File: config.mk
export PLATFORM = sky130hd
export DESIGN_NAME = pri_encoder_pipe
export DESIGN_NICKNAME = d
export VERILOG_FILES = /design/src/rtl/pri_encoder_pkg.sv /design/src/rtl/pri_enc_core.sv /design/src/rtl/pri_encoder_pipe.sv
export SDC_FILE = /design/constraint.sdc
export NUM_CORES = 1
export LEC_CHECK = 0
export ABC_AREA = 0
export CORE_MARGIN = 2
export CORE_UTILIZATION = 43
export DETAILED_ROUTE_END_ITERATION = 6
export PLACE_DENSITY = 0.83
export SLEW_MARGIN = 40
export SYNTH_ARGS = -nofsm -noshare
export SYNTH_HDL_FRONTEND = slang
export SYNTH_SLANG_ARGS = --single-unit
File: constraint.sdc
create_clock -name clk -period 3.7 [get_ports clk]
set_input_delay 0.925 -clock clk [delete_from_list [all_inputs] [get_ports clk]]
set_output_delay 0.925 -clock clk [all_outputs]
set_load 0.005 [all_outputs]
File: src/rtl/pri_encoder_pkg.sv
// Shared constants, helpers and types for the pri_encoder_pipe block.
package pri_encoder_pkg;

  localparam int MAX_N     = 64;
  localparam int MAX_IDX_W = $clog2(MAX_N);

  // Handshake status of the output side, for monitors.
  typedef enum logic [1:0] {
    HS_IDLE  = 2'd0,
    HS_XFER  = 2'd1,
    HS_STALL = 2'd2
  } hs_status_e;

  // One-hot vector with bit idx set; all zeros if idx is outside 0..n-1.
  function automatic logic [MAX_N-1:0] onehot_from_idx(input logic [MAX_IDX_W-1:0] idx,
                                                       input int n);
    onehot_from_idx = '0;
    if (int'(idx) < n) onehot_from_idx[idx] = 1'b1;
  endfunction

endpackage

File: src/rtl/pri_enc_core.sv
// Purely combinational N-bit priority encoder; MSB_FIRST selects which end wins.
module pri_enc_core
  import pri_encoder_pkg::*;
#(
  parameter int N         = 8,
  parameter bit MSB_FIRST = 1'b1
) (
  input  logic [N-1:0]         req,
  output logic [$clog2(N)-1:0] idx,
  output logic [N-1:0]         grant,
  output logic                 any
);

  localparam int IDX_W = $clog2(N);

  // NOTE: every output gets a default first so no latch is inferred.
  always_comb begin
    idx = '0;
    if (MSB_FIRST) begin
      // Later iterations overwrite earlier ones, so the highest set bit wins.
      for (int i = 0; i < N; i++)
        if (req[i]) idx = IDX_W'(i);
    end else begin
      for (int i = N - 1; i >= 0; i--)
        if (req[i]) idx = IDX_W'(i);
    end
    any   = |req;
    grant = any ? N'(onehot_from_idx(MAX_IDX_W'(idx), N)) : '0;
  end

endmodule

File: src/rtl/pri_encoder_pipe.sv
// Registered N-input priority encoder with valid/ready on both sides.
// Define PRI_ENCODER_PIPE_RR_EN for round-robin priority rotation.
module pri_encoder_pipe
  import pri_encoder_pkg::*;
#(
  parameter int N         = 8,
  parameter bit MSB_FIRST = 1'b1
) (
  input  logic                 clk,
  input  logic                 rst_n,
  input  logic [N-1:0]         req,
  input  logic                 in_valid,
  output logic                 in_ready,
  output logic                 out_valid,
  input  logic                 out_ready,
  output logic [$clog2(N)-1:0] idx,
  output logic [N-1:0]         grant,
  output logic                 none
);

  localparam int IDX_W = $clog2(N);

  logic             accept;
  logic [IDX_W-1:0] nxt_idx;
  logic [N-1:0]     nxt_grant;
  logic             nxt_any;

  assign in_ready = !out_valid || out_ready;
  assign accept   = in_valid && in_ready;

`ifdef PRI_ENCODER_PIPE_RR_EN
  logic [IDX_W-1:0] ptr;
  logic [N-1:0]     mask;
  logic [IDX_W-1:0] m_idx, u_idx;
  logic [N-1:0]     m_grant, u_grant;
  logic             m_any, u_any;

  // Mask off the last winner and everything ahead of it in priority order.
  always_comb begin
    mask = '0;
    for (int i = 0; i < N; i++)
      mask[i] = MSB_FIRST ? (i < int'(ptr)) : (i > int'(ptr));
  end

  pri_enc_core #(.N(N), .MSB_FIRST(MSB_FIRST)) u_masked (
    .req   (req & mask),
    .idx   (m_idx),
    .grant (m_grant),
    .any   (m_any)
  );

  pri_enc_core #(.N(N), .MSB_FIRST(MSB_FIRST)) u_full (
    .req   (req),
    .idx   (u_idx),
    .grant (u_grant),
    .any   (u_any)
  );

  assign nxt_idx   = m_any ? m_idx   : u_idx;
  assign nxt_grant = m_any ? m_grant : u_grant;
  assign nxt_any   = u_any;

  // Reset value leaves the mask empty so the first grant is fixed priority.
  always_ff @(posedge clk or negedge rst_n) begin
    if (!rst_n)
      ptr <= MSB_FIRST ? '0 : IDX_W'(N - 1);
    else if (accept && nxt_any)
      ptr <= nxt_idx;
  end
`else
  pri_enc_core #(.N(N), .MSB_FIRST(MSB_FIRST)) u_core (
    .req   (req),
    .idx   (nxt_idx),
    .grant (nxt_grant),
    .any   (nxt_any)
  );
`endif

  // NOTE: non-blocking assignments so every register samples pre-edge values.
  always_ff @(posedge clk or negedge rst_n) begin
    if (!rst_n) begin
      out_valid <= 1'b0;
      idx       <= '0;
      grant     <= '0;
      none      <= 1'b0;
    end else if (accept) begin
      out_valid <= 1'b1;
      idx       <= nxt_idx;
      grant     <= nxt_grant;
      none      <= !nxt_any;
    end else if (out_ready) begin
      out_valid <= 1'b0;
    end
  end

endmodule
==> results of run 1 <==
-- critical path: cells and delay by family --
family,cells,cell delay [ns]
AND/OR/NAND/NOR,1,0.16
buffers and inverters,2,0.95
-- cell type report --
type                            instances  area (sq um)  share of cell area [%]
Inverter                                4         15.01                   1.671
Multi-Input combinational cell         33         262.8                   29.25
Timing Repair Buffer                   25         250.2                   27.86
Tap cell                               15         18.77                   2.089
Clock buffer                            4         26.28                   2.925
Sequential cell                        13         325.3                   36.21
-- power by group --
part | switching, mW | total (mW) | internal [mW]
combinational | 0.0252 | 0.0664 | 0.0412
clock | 0.0414 | 0.0831 | 0.0417
sequential | 0.00499 | 0.156 | 0.151
total | 0.0716 | 0.306 | 0.234
-- per-layer routing --
metal | global-route usage (%) | vias up | share of wire [%]
met2 | 28.75 | 18 | 49
li1 | - | 243 | -
met5 | 0 | - | 0
met1 | 20.27 | 240 | 43
met4 | 3.750 | 0 | 0.62
met3 | 8.190 | 2 | 7.0
-- per-stage QoR --
step	hold WS [ns]	setup slack, ns	instance area [sq um]	instances
floorplan	0.4874	1.613	625.6	52
global placement	0.4719	0.7436	872.1	90
detailed placement	0.4806	0.7261	872.1	90
CTS	0.4986	0.7289	898.4	94
global route	0.5292	0.7038	898.4	94
finish	0.4956	0.7339	898.4	94
-- registers in the layout, indices dropped and copies added, names as in the netlist --
signal / cells
grant: 8
idx: 3
none: 1
out_valid: 1
-- logic make-up (layout without fill, tap and decap cells) --
kind of cell	Yosys count	count (layout)	synth area share (%)
AND/OR/NAND/NOR	18	18	18.40
multiplexers	4	4	7.799
AO/OA/AOI/OAI	11	11	15.80
flip-flops	13	13	52.00
buffers and inverters	6	33	5.999
-- path summary, 6_finish.rpt --
check                                       from                    to  slack [ns]  cells past startpoint
hold / removal                idx[2]$_DFFE_PN0P_    idx[2]$_DFFE_PN0P_        0.50                      1
setup reg to reg           out_valid$_DFFE_PN0P_  grant[4]$_DFFE_PN0P_        2.50                      3
max in group asynchronous                  rst_n  grant[1]$_DFFE_PN0P_        2.31                      1
setup / recovery                       out_ready              in_ready        0.73                      3
min in group asynchronous                  rst_n    idx[2]$_DFFE_PN0P_        1.01                      1
hold reg to reg               idx[2]$_DFFE_PN0P_    idx[2]$_DFFE_PN0P_        0.50                      1
-- Yosys cell counts --
cell and number:
or3b_4 1, or3_1 1, nor2_1 4, o21ai_0 2, a21oi_1 1, nor2b_1 1
a31oi_4 1, and2_4 1, nand2b_1 2, o32ai_1 2, nand2b_4 1, a31oi_1 1
mux2_4 1, nand3_1 1, a32o_2 1, nor3_1 1, mux2_2 3, nand2_1 1
buf_6 2, inv_1 4, and3_1 1, dfrtp_1 13, nor4_1 1, a32o_1 2
nor4b_1 1, nand4_1 1, o21a_1 1
==> qor.yml, run 1 <==
timing.final.crit_share_pct: 80.17
fin_skew_ns: 0.006567
clk_pin_slew_worst_paths_ns: 0.08
layout.cells.most_common: "clkdlybuf4s50_1"
num-nets-final: 92
ys_warn_count: 0
crit_top_cell: "clkdlybuf4s50_1"
yosysSeqAreaShare_pct: 52.00
fmax_mhz: 337.1
die_y_microns: 42.14
period_minus_slack_ns: 2.966
fp.coreArea_sq_um: 1334
dp_hpwl_mm: 1.029
gr-total-overflow: 0
finalWirelength_mm: 1.292
dieArea_sq_um: 1776
grt_pass1_vias: 511
antenna_found_initial: 0
fillerInstances: 106
post_cts_resized: 0
rows: 13
drc: 0
synth_top_cell_area_share_pct: 52.00
ioPinCount: 26
tightest_slew_ns: 0.5608
place.gp.congestion: 0.8229
wl_per_cell_microns: 13.74
fin_util_pct: 67.35
clockBufferDepth: 2
cp-end-kind: "output pin"
firstDrtPassIters: 4
power_density_nw_per_um2: 340.5
layout-area-overhead-vs-synth_pct: 43.60
cts_setup_buffers: 0
maxCapViolations: 0
rsz0062_at_grt: "no"
crit_path_top_delay_cell: "clkdlybuf4s50_1"
cts-root-buf: "clkbuf_4"
critPathMaxStageDelay_ns: 0.50
die_w_microns: 42.14
netlist_top_cells_area: "dfrtp_1, mux2_2, buf_6"
ys_types: 27
relSlewSlack_pct: 62.50
synth_top_cell_by_area: "dfrtp_1"
critical_path_required_ns: 2.77
clkLatencyLatePin_ns: 0.27
final_cell_mix: "clkdlybuf4s50_1, dfrtp_1, nor2_1, inv_1"
cts_max_level: 1
arrival_ns: 2.04
final-setup-viol-count: 0
syn_area_per_cell_sq_um: 12.03
cts_tree: "yes"
drive_gt1_share_pct: 15.19
viasPerCell: 5.351
drtAntennaViolNets: 0
first_iter_violations: 15
grtUsageTotal_pct: 17.27
p_leak_nw: 0.3687
synth_nets: 64
numCtsBuffers: 3
ir_drop_mv: 0.2687
cp_max_fo: 8
p_total_mw: 0.3059
port_buffers: 25
postSynthCellCount: 52
critPathLaunchType: "input port"
ys_ff_latch: 13
netlist_area_sq_um: 625.6
vias: 503
path_class: "input port to output pin"
hold_class: "flip-flop to flip-flop"
crit_chain: "clkdlybuf4s50_1, nand2b_4, clkdlybuf4s50_1"
start_util_pct: 46.90
status: "completed"
cts_sinks: 13
fin_setup_tns_ns: 0
num_antenna_cells: 0
grt_max_degree: 14
drv_slew: 0
cts_hold_buf: 0
hold_viol: 0
grt_pass1_wl_mm: 2.290
(Power assumes the default switching activity.)
==> run 2: changes to the inputs <==
--- a/config.mk
+++ b/config.mk
@@ -7,9 +7,9 @@
 export LEC_CHECK = 0
 export ABC_AREA = 0
 export CORE_MARGIN = 2
-export CORE_UTILIZATION = 43
+export CORE_UTILIZATION = 40
 export DETAILED_ROUTE_END_ITERATION = 6
-export PLACE_DENSITY = 0.83
+export PLACE_DENSITY = 0.79
 export SLEW_MARGIN = 40
 export SYNTH_ARGS = -nofsm -noshare
 export SYNTH_HDL_FRONTEND = slang
==> constraint.sdc (replaced) <==
create_clock -name clk -period 2.9 [get_ports clk]
set_input_delay 0.725 -clock clk [delete_from_list [all_inputs] [get_ports clk]]
set_output_delay 0.725 -clock clk [all_outputs]
set_load 0.005 [all_outputs]
==> run 2 against run 1 <==
Clock skew rose by 0.00082 ns. Via count grew 2.6%. Setup slack worse by 0.40 ns. First-iteration DRC count down 67%. Critical path type unchanged. Critical endpoint unchanged. Largest cell class unchanged. Largest power group unchanged.
==> qor.yml, run 2 (synthesized netlist as in run 1, its figures left out) <==
viasPerCell: 5.432  # +1.5%
p_leak_nw: 0.3687  # unchanged
top_register: "grant"
firstDrtPassIters: 4  # unchanged
cts_sinks: 13  # unchanged
drv_slew: 0  # unchanged
vias: 516  # +2.6%
post_cts_resized: 0  # unchanged
grt_max_degree: 14  # unchanged
cp_max_fo: 8  # unchanged
hold_ws_ns: 0.4903  # -0.005336 ns
cts_setup_buffers: 0  # unchanged
fin_skew_ns: 0.007388  # +0.0008214 ns
clkLatencyLatePin_ns: 0.27  # about the same
layout-area-overhead-vs-synth_pct: 43.80
setup_slack_ns: 0.3350  # -0.3989 ns
final_cell_mix: "clkdlybuf4s50_1, dfrtp_1, nor2_1, inv_1"
critPathLaunchType: "input port"
place.gp.congestion: 0.7306  # -11%
num-nets-final: 92  # unchanged
ioPinCount: 26  # unchanged
drc: 0  # unchanged
cts-root-buf: "clkbuf_4"
timing.final.crit_share_pct: 88.45
rsz0062_at_grt: "no"
grt_pass1_vias: 542  # +6.1%
drtAntennaViolNets: 0  # unchanged
die_y_microns: 43.55  # +3.3%
num_antenna_cells: 0  # unchanged
dieArea_sq_um: 1896  # +6.8%
reg_top3: "grant: 8 flops, idx: 3 flops"
relSlewSlack_pct: 61.33  # -1.2 points
p_switching_mw: 0.09309  # +30%
rows: 14  # +1
first_iter_violations: 5  # -10
maxCapViolations: 0  # unchanged
finalWirelength_mm: 1.264  # -2.2%
cp-end-kind: "output pin"
layout.cells.most_common: "clkdlybuf4s50_1"
arrival_ns: 1.84  # -0.20 ns
clockBufferDepth: 2  # unchanged
swShare_pct: 23.75  # +0.34 points
cts_hold_buf: 0  # unchanged
critical_path_required_ns: 2.17  # -0.60 ns
grt_pass1_wl_mm: 2.208  # -3.6%
r2r_slack_ns: 1.73  # -0.77 ns
numCtsBuffers: 3  # unchanged
antenna_found_initial: 0  # unchanged
grtUsageTotal_pct: 15.40  # -1.9 points
status: "completed"
final-setup-viol-count: 0  # unchanged
p_comb_share_pct: 21.5  # -0.2 points
path_class: "input port to output pin"
place_inst: 91  # +1.1%
cts_max_level: 1  # unchanged
hold_class: "flip-flop to flip-flop"
cts_tree: "yes"
period_minus_slack_ns: 2.565
fin_setup_tns_ns: 0  # unchanged
dp_hpwl_mm: 1.006  # -2.3%
start_util_pct: 42.02  # -4.9 points
wl_per_cell_microns: 13.31  # -3.2%
fillerInstances: 128  # +21%
die_w_microns: 43.55  # +3.3%
p_int_mw: 0.2988  # +28%
fp.coreArea_sq_um: 1489  # +12%
place_ws_ns: 0.3352  # -0.3909 ns
port_buffers: 25  # unchanged
power_density_nw_per_um2: 435.7  # +28%
p_seq_share_pct: 50.9  # -0.2 points
clk_pin_slew_worst_paths_ns: 0.07  # about the same
tightest_slew_ns: 0.5782  # +0.01745 ns
ir_drop_mv: 0.2975  # +11%
largest_register_ff_count: 8  # unchanged
hold_viol: 0  # unchanged
fmax_mhz: 389.9
drive_gt1_share_pct: 15.19  # unchanged
final_cells: 95  # +1.1%
gr-total-overflow: 0  # unchanged
power.share.clock_pct: 27.6  # +0.4 points
==> run 2: cell type report <==
class	instances	area, sq um	share of cell area (%)
inverters	4	15.01	1.669
well taps	16	20.02	2.225
repair buffers	25	250.2	27.82
multi-input cells	33	262.8	29.21
clock buffers	4	26.28	2.921
flip-flops and latches	13	325.3	36.16
==> run 2: stage by stage <==
step | util (%) | instance area [sq um] | power [mW]
global route | 60.42 | 899.6 | 0.4143
finish | 60.42 | 899.6 | 0.3919
CTS | 60.42 | 899.6 | 0.3990
floorplan | - | 625.6 | 0.2387
detailed placement | 58.66 | 873.3 | 0.2887
global placement | 58.66 | 873.3 | 0.2868
==> run 2: power groups by stage <==
stage / Combinational (mW) / Clock [mW] / Sequential [mW]
after floorplan: 0.0345 / 0 / 0.204
after global placement: 0.0838 / 0 / 0.203
after detailed placement: 0.0854 / 0 / 0.203
after CTS: 0.0856 / 0.114 / 0.200
after global routing: 0.0922 / 0.121 / 0.202
final: 0.0844 / 0.108 / 0.199
==> run 2: layer usage <==
metal / GRT usage [%] / wire (microns) / vias up
met2: 25.29 / 631 / 22
met1: 19.68 / 557 / 245
li1: - / - / 247
met5: 0 / 0 / -
met4: 7.273 / 11 / 0
met3: 2.500 / 63 / 2
==> run 2: critical path, cell delays in order <==
cell and delay (ns):
clkdlybuf4s50_1 0.46, nand2b_4 0.15, clkdlybuf4s50_1 0.50
==> run 2: path summary, 6_finish.rpt <==
check	to	start	cells past startpoint
max in group asynchronous	grant[1]$_DFFE_PN0P_	rst_n	1
min in group asynchronous	grant[5]$_DFFE_PN0P_	rst_n	1
setup reg to reg	grant[4]$_DFFE_PN0P_	out_valid$_DFFE_PN0P_	3
hold reg to reg	idx[2]$_DFFE_PN0P_	idx[2]$_DFFE_PN0P_	1
setup / recovery	in_ready	out_ready	3
hold / removal	idx[2]$_DFFE_PN0P_	idx[2]$_DFFE_PN0P_	1
==> run 3: changes to the inputs <==
--- a/config.mk
+++ b/config.mk
@@ -6,10 +6,11 @@
 export NUM_CORES = 1
 export LEC_CHECK = 0
 export ABC_AREA = 0
+export CAP_MARGIN = 20
 export CORE_MARGIN = 2
-export CORE_UTILIZATION = 40
+export CORE_UTILIZATION = 36
 export DETAILED_ROUTE_END_ITERATION = 6
-export PLACE_DENSITY = 0.79
+export PLACE_DENSITY = 0.75
 export SLEW_MARGIN = 40
 export SYNTH_ARGS = -nofsm -noshare
 export SYNTH_HDL_FRONTEND = slang
==> constraint.sdc (replaced) <==
create_clock -name clk -period 2.15 [get_ports clk]
set_input_delay 0.5375 -clock clk [delete_from_list [all_inputs] [get_ports clk]]
set_output_delay 0.5375 -clock clk [all_outputs]
set_load 0.005 [all_outputs]
==> run 3 against run 2 <==
Wire length down 0.87%. Die area grew 10%. Sequential power is 35% higher. Final area grew 0.83%. Global-route usage is 1.4 points lower. First-iteration DRC count rose by 80%. Critical path depth stayed put. Register-to-register slack worse by 0.85 ns. Critical path type unchanged. Largest power group unchanged.
==> qor.yml, run 3 (synthesized netlist as in run 1, its figures left out) <==
clockBufferDepth: 2  # unchanged
fp.coreArea_sq_um: 1670  # +12%
reg_top3: "grant: 8 flops, idx: 3 flops"
path_buf_inv: 2  # unchanged
timing.final.crit_share_pct: 87.21
vias: 512  # -0.78%
cp_max_fo: 2  # -6
rsz0062_at_grt: "no"
setup_slack_ns: 0.2750  # -0.05994 ns
die_y_microns: 45.69  # +4.9%
port_buffers: 25  # unchanged
first_iter_violations: 9  # +4
path_class: "input port to output pin"
maxCapViolations: 0  # unchanged
ioPinCount: 26  # unchanged
place_area_sq_um: 882.1  # +1.0%
crit_path_top_delay_cell: "clkdlybuf4s50_1"
cts_tree: "yes"
clk_pin_slew_worst_paths_ns: 0.07  # about the same
fillerInstances: 161  # +26%
power_density_nw_per_um2: 584.2  # +34%
num-nets-final: 93  # +1.1%
drv_slew: 0  # unchanged
crit_chain: "clkdlybuf4s50_1, nand2b_4, dlygate4sd2_1"
start_util_pct: 37.45  # -4.6 points
critPathMaxStageDelay_ns: 0.45  # -0.05 ns
period_minus_slack_ns: 1.875
critPathLaunchType: "input port"
clkLatencyLatePin_ns: 0.27  # about the same
hold_viol: 0  # unchanged
top_register: "grant"
status: "completed"
ir_drop_mv: 0.3660  # +23%
critical_path_required_ns: 1.61  # -0.56 ns
gr-total-overflow: 0  # unchanged
grt_max_degree: 14  # unchanged
cts_hold_buf: 0  # unchanged
drive_gt1_share_pct: 16.25  # +1.1 points
p_leak_nw: 0.3735  # +1.3%
grt_pass1_vias: 510  # -5.9%
finalWirelength_mm: 1.253  # -0.87%
antenna_found_initial: 0  # unchanged
cts_max_level: 1  # unchanged
arrival_ns: 1.34  # -0.50 ns
cts-root-buf: "clkbuf_4"
fin_skew_ns: 0.002105  # -0.005284 ns
final_cell_mix: "clkdlybuf4s50_1, dfrtp_1, nor2_1, inv_1"
cp-end-kind: "output pin"
firstDrtPassIters: 5  # +1
final_cell_area_sq_um: 907.1  # +0.83%
fin_setup_tns_ns: 0  # unchanged
die_w_microns: 45.69  # +4.9%
dieArea_sq_um: 2087  # +10%
layout-area-overhead-vs-synth_pct: 45.00
crit_family: "buffers and inverters"
wl_per_cell_microns: 12.92  # -2.9%
final-setup-viol-count: 0  # unchanged
drc: 0  # unchanged
rows: 15  # +1
tightest_slew_ns: 0.5906  # +0.01239 ns
place.gp.congestion: 0.7193  # -1.5%
drtAntennaViolNets: 0  # unchanged
relSlewSlack_pct: 60.50  # -0.83 points
grt_pass1_wl_mm: 2.049  # -7.2%
hold_class: "flip-flop to flip-flop"
cts_sinks: 13  # unchanged
layout.cells.most_common: "clkdlybuf4s50_1"
cts_setup_buffers: 0  # unchanged
hold_ws_ns: 0.4963  # +0.006051 ns
fmax_mhz: 533.3
numCtsBuffers: 3  # unchanged
grtUsageTotal_pct: 13.99  # -1.4 points
num_antenna_cells: 0  # unchanged
viasPerCell: 5.278  # -2.8%
largest_register_ff_count: 8  # unchanged
post_cts_resized: 1  # +1
dp_hpwl_mm: 1.000  # -0.61%
place_ws_ns: -0.004793  # -0.3400 ns
## run 3: cell count changes in the layout (fill, tap and decap cells not counted)
cell,previous run,this run
buf_4,0,1
clkdlybuf4s50_1,25,24
dlygate4sd2_1,0,1
## run 3: area by class of cell
type | instances | area, sq um | share of cell area [%]
Multi-Input combinational cell | 33 | 262.8 | 28.97
Timing Repair Buffer | 26 | 256.5 | 28.28
Tap cell | 17 | 21.27 | 2.345
Sequential cell | 13 | 325.3 | 35.86
Clock buffer | 4 | 26.28 | 2.897
Inverter | 4 | 15.01 | 1.655
## run 3: layer usage
layer | up-vias | global-route usage [%] | routed length [microns]
li1 | 246 | - | -
met1 | 244 | 18.11 | 589
met2 | 20 | 21.13 | 580
met3 | 2 | 2.778 | 72
met4 | 0 | 8.824 | 10
met5 | - | 0 | 0
## run 3: worst register-to-register path, stage by stage (launching register included)
cell and delay (ns):
dfrtp_1 0.41, nand2b_4 0.08, buf_4 0.13, and2_4 0.20, mux2_2 0.34
## run 3: power breakdown
group | total, mW | internal [mW] | switching (mW) | leakage [nW]
combinational | 0.115 | 0.0715 | 0.0430 | 0.196
sequential | 0.269 | 0.260 | 0.00846 | 0.162
clock | 0.147 | 0.0718 | 0.0748 | 0.0150
total | 0.530 | 0.404 | 0.126 | 0.373
## run 3: final timing paths
path,start,end,slack [ns],depth (start not counted)
max,out_ready,in_ready,0.28,3
max in group asynchronous,rst_n,idx[2]$_DFFE_PN0P_,1.13,1
min in group asynchronous,rst_n,idx[1]$_DFFE_PN0P_,0.64,1
min reg2reg,idx[2]$_DFFE_PN0P_,idx[2]$_DFFE_PN0P_,0.50,1
max reg2reg,out_valid$_DFFE_PN0P_,grant[4]$_DFFE_PN0P_,0.88,4
min,idx[2]$_DFFE_PN0P_,idx[2]$_DFFE_PN0P_,0.50,1
## run 3: stage by stage
step	power (mW)	util, %	cells
final	0.5300	54.31	97
after floorplan	0.3219	-	52
after global placement	0.3884	52.81	93
after CTS	0.5370	54.31	97
after global routing	0.5607	54.31	97
after detailed placement	0.3908	52.81	93
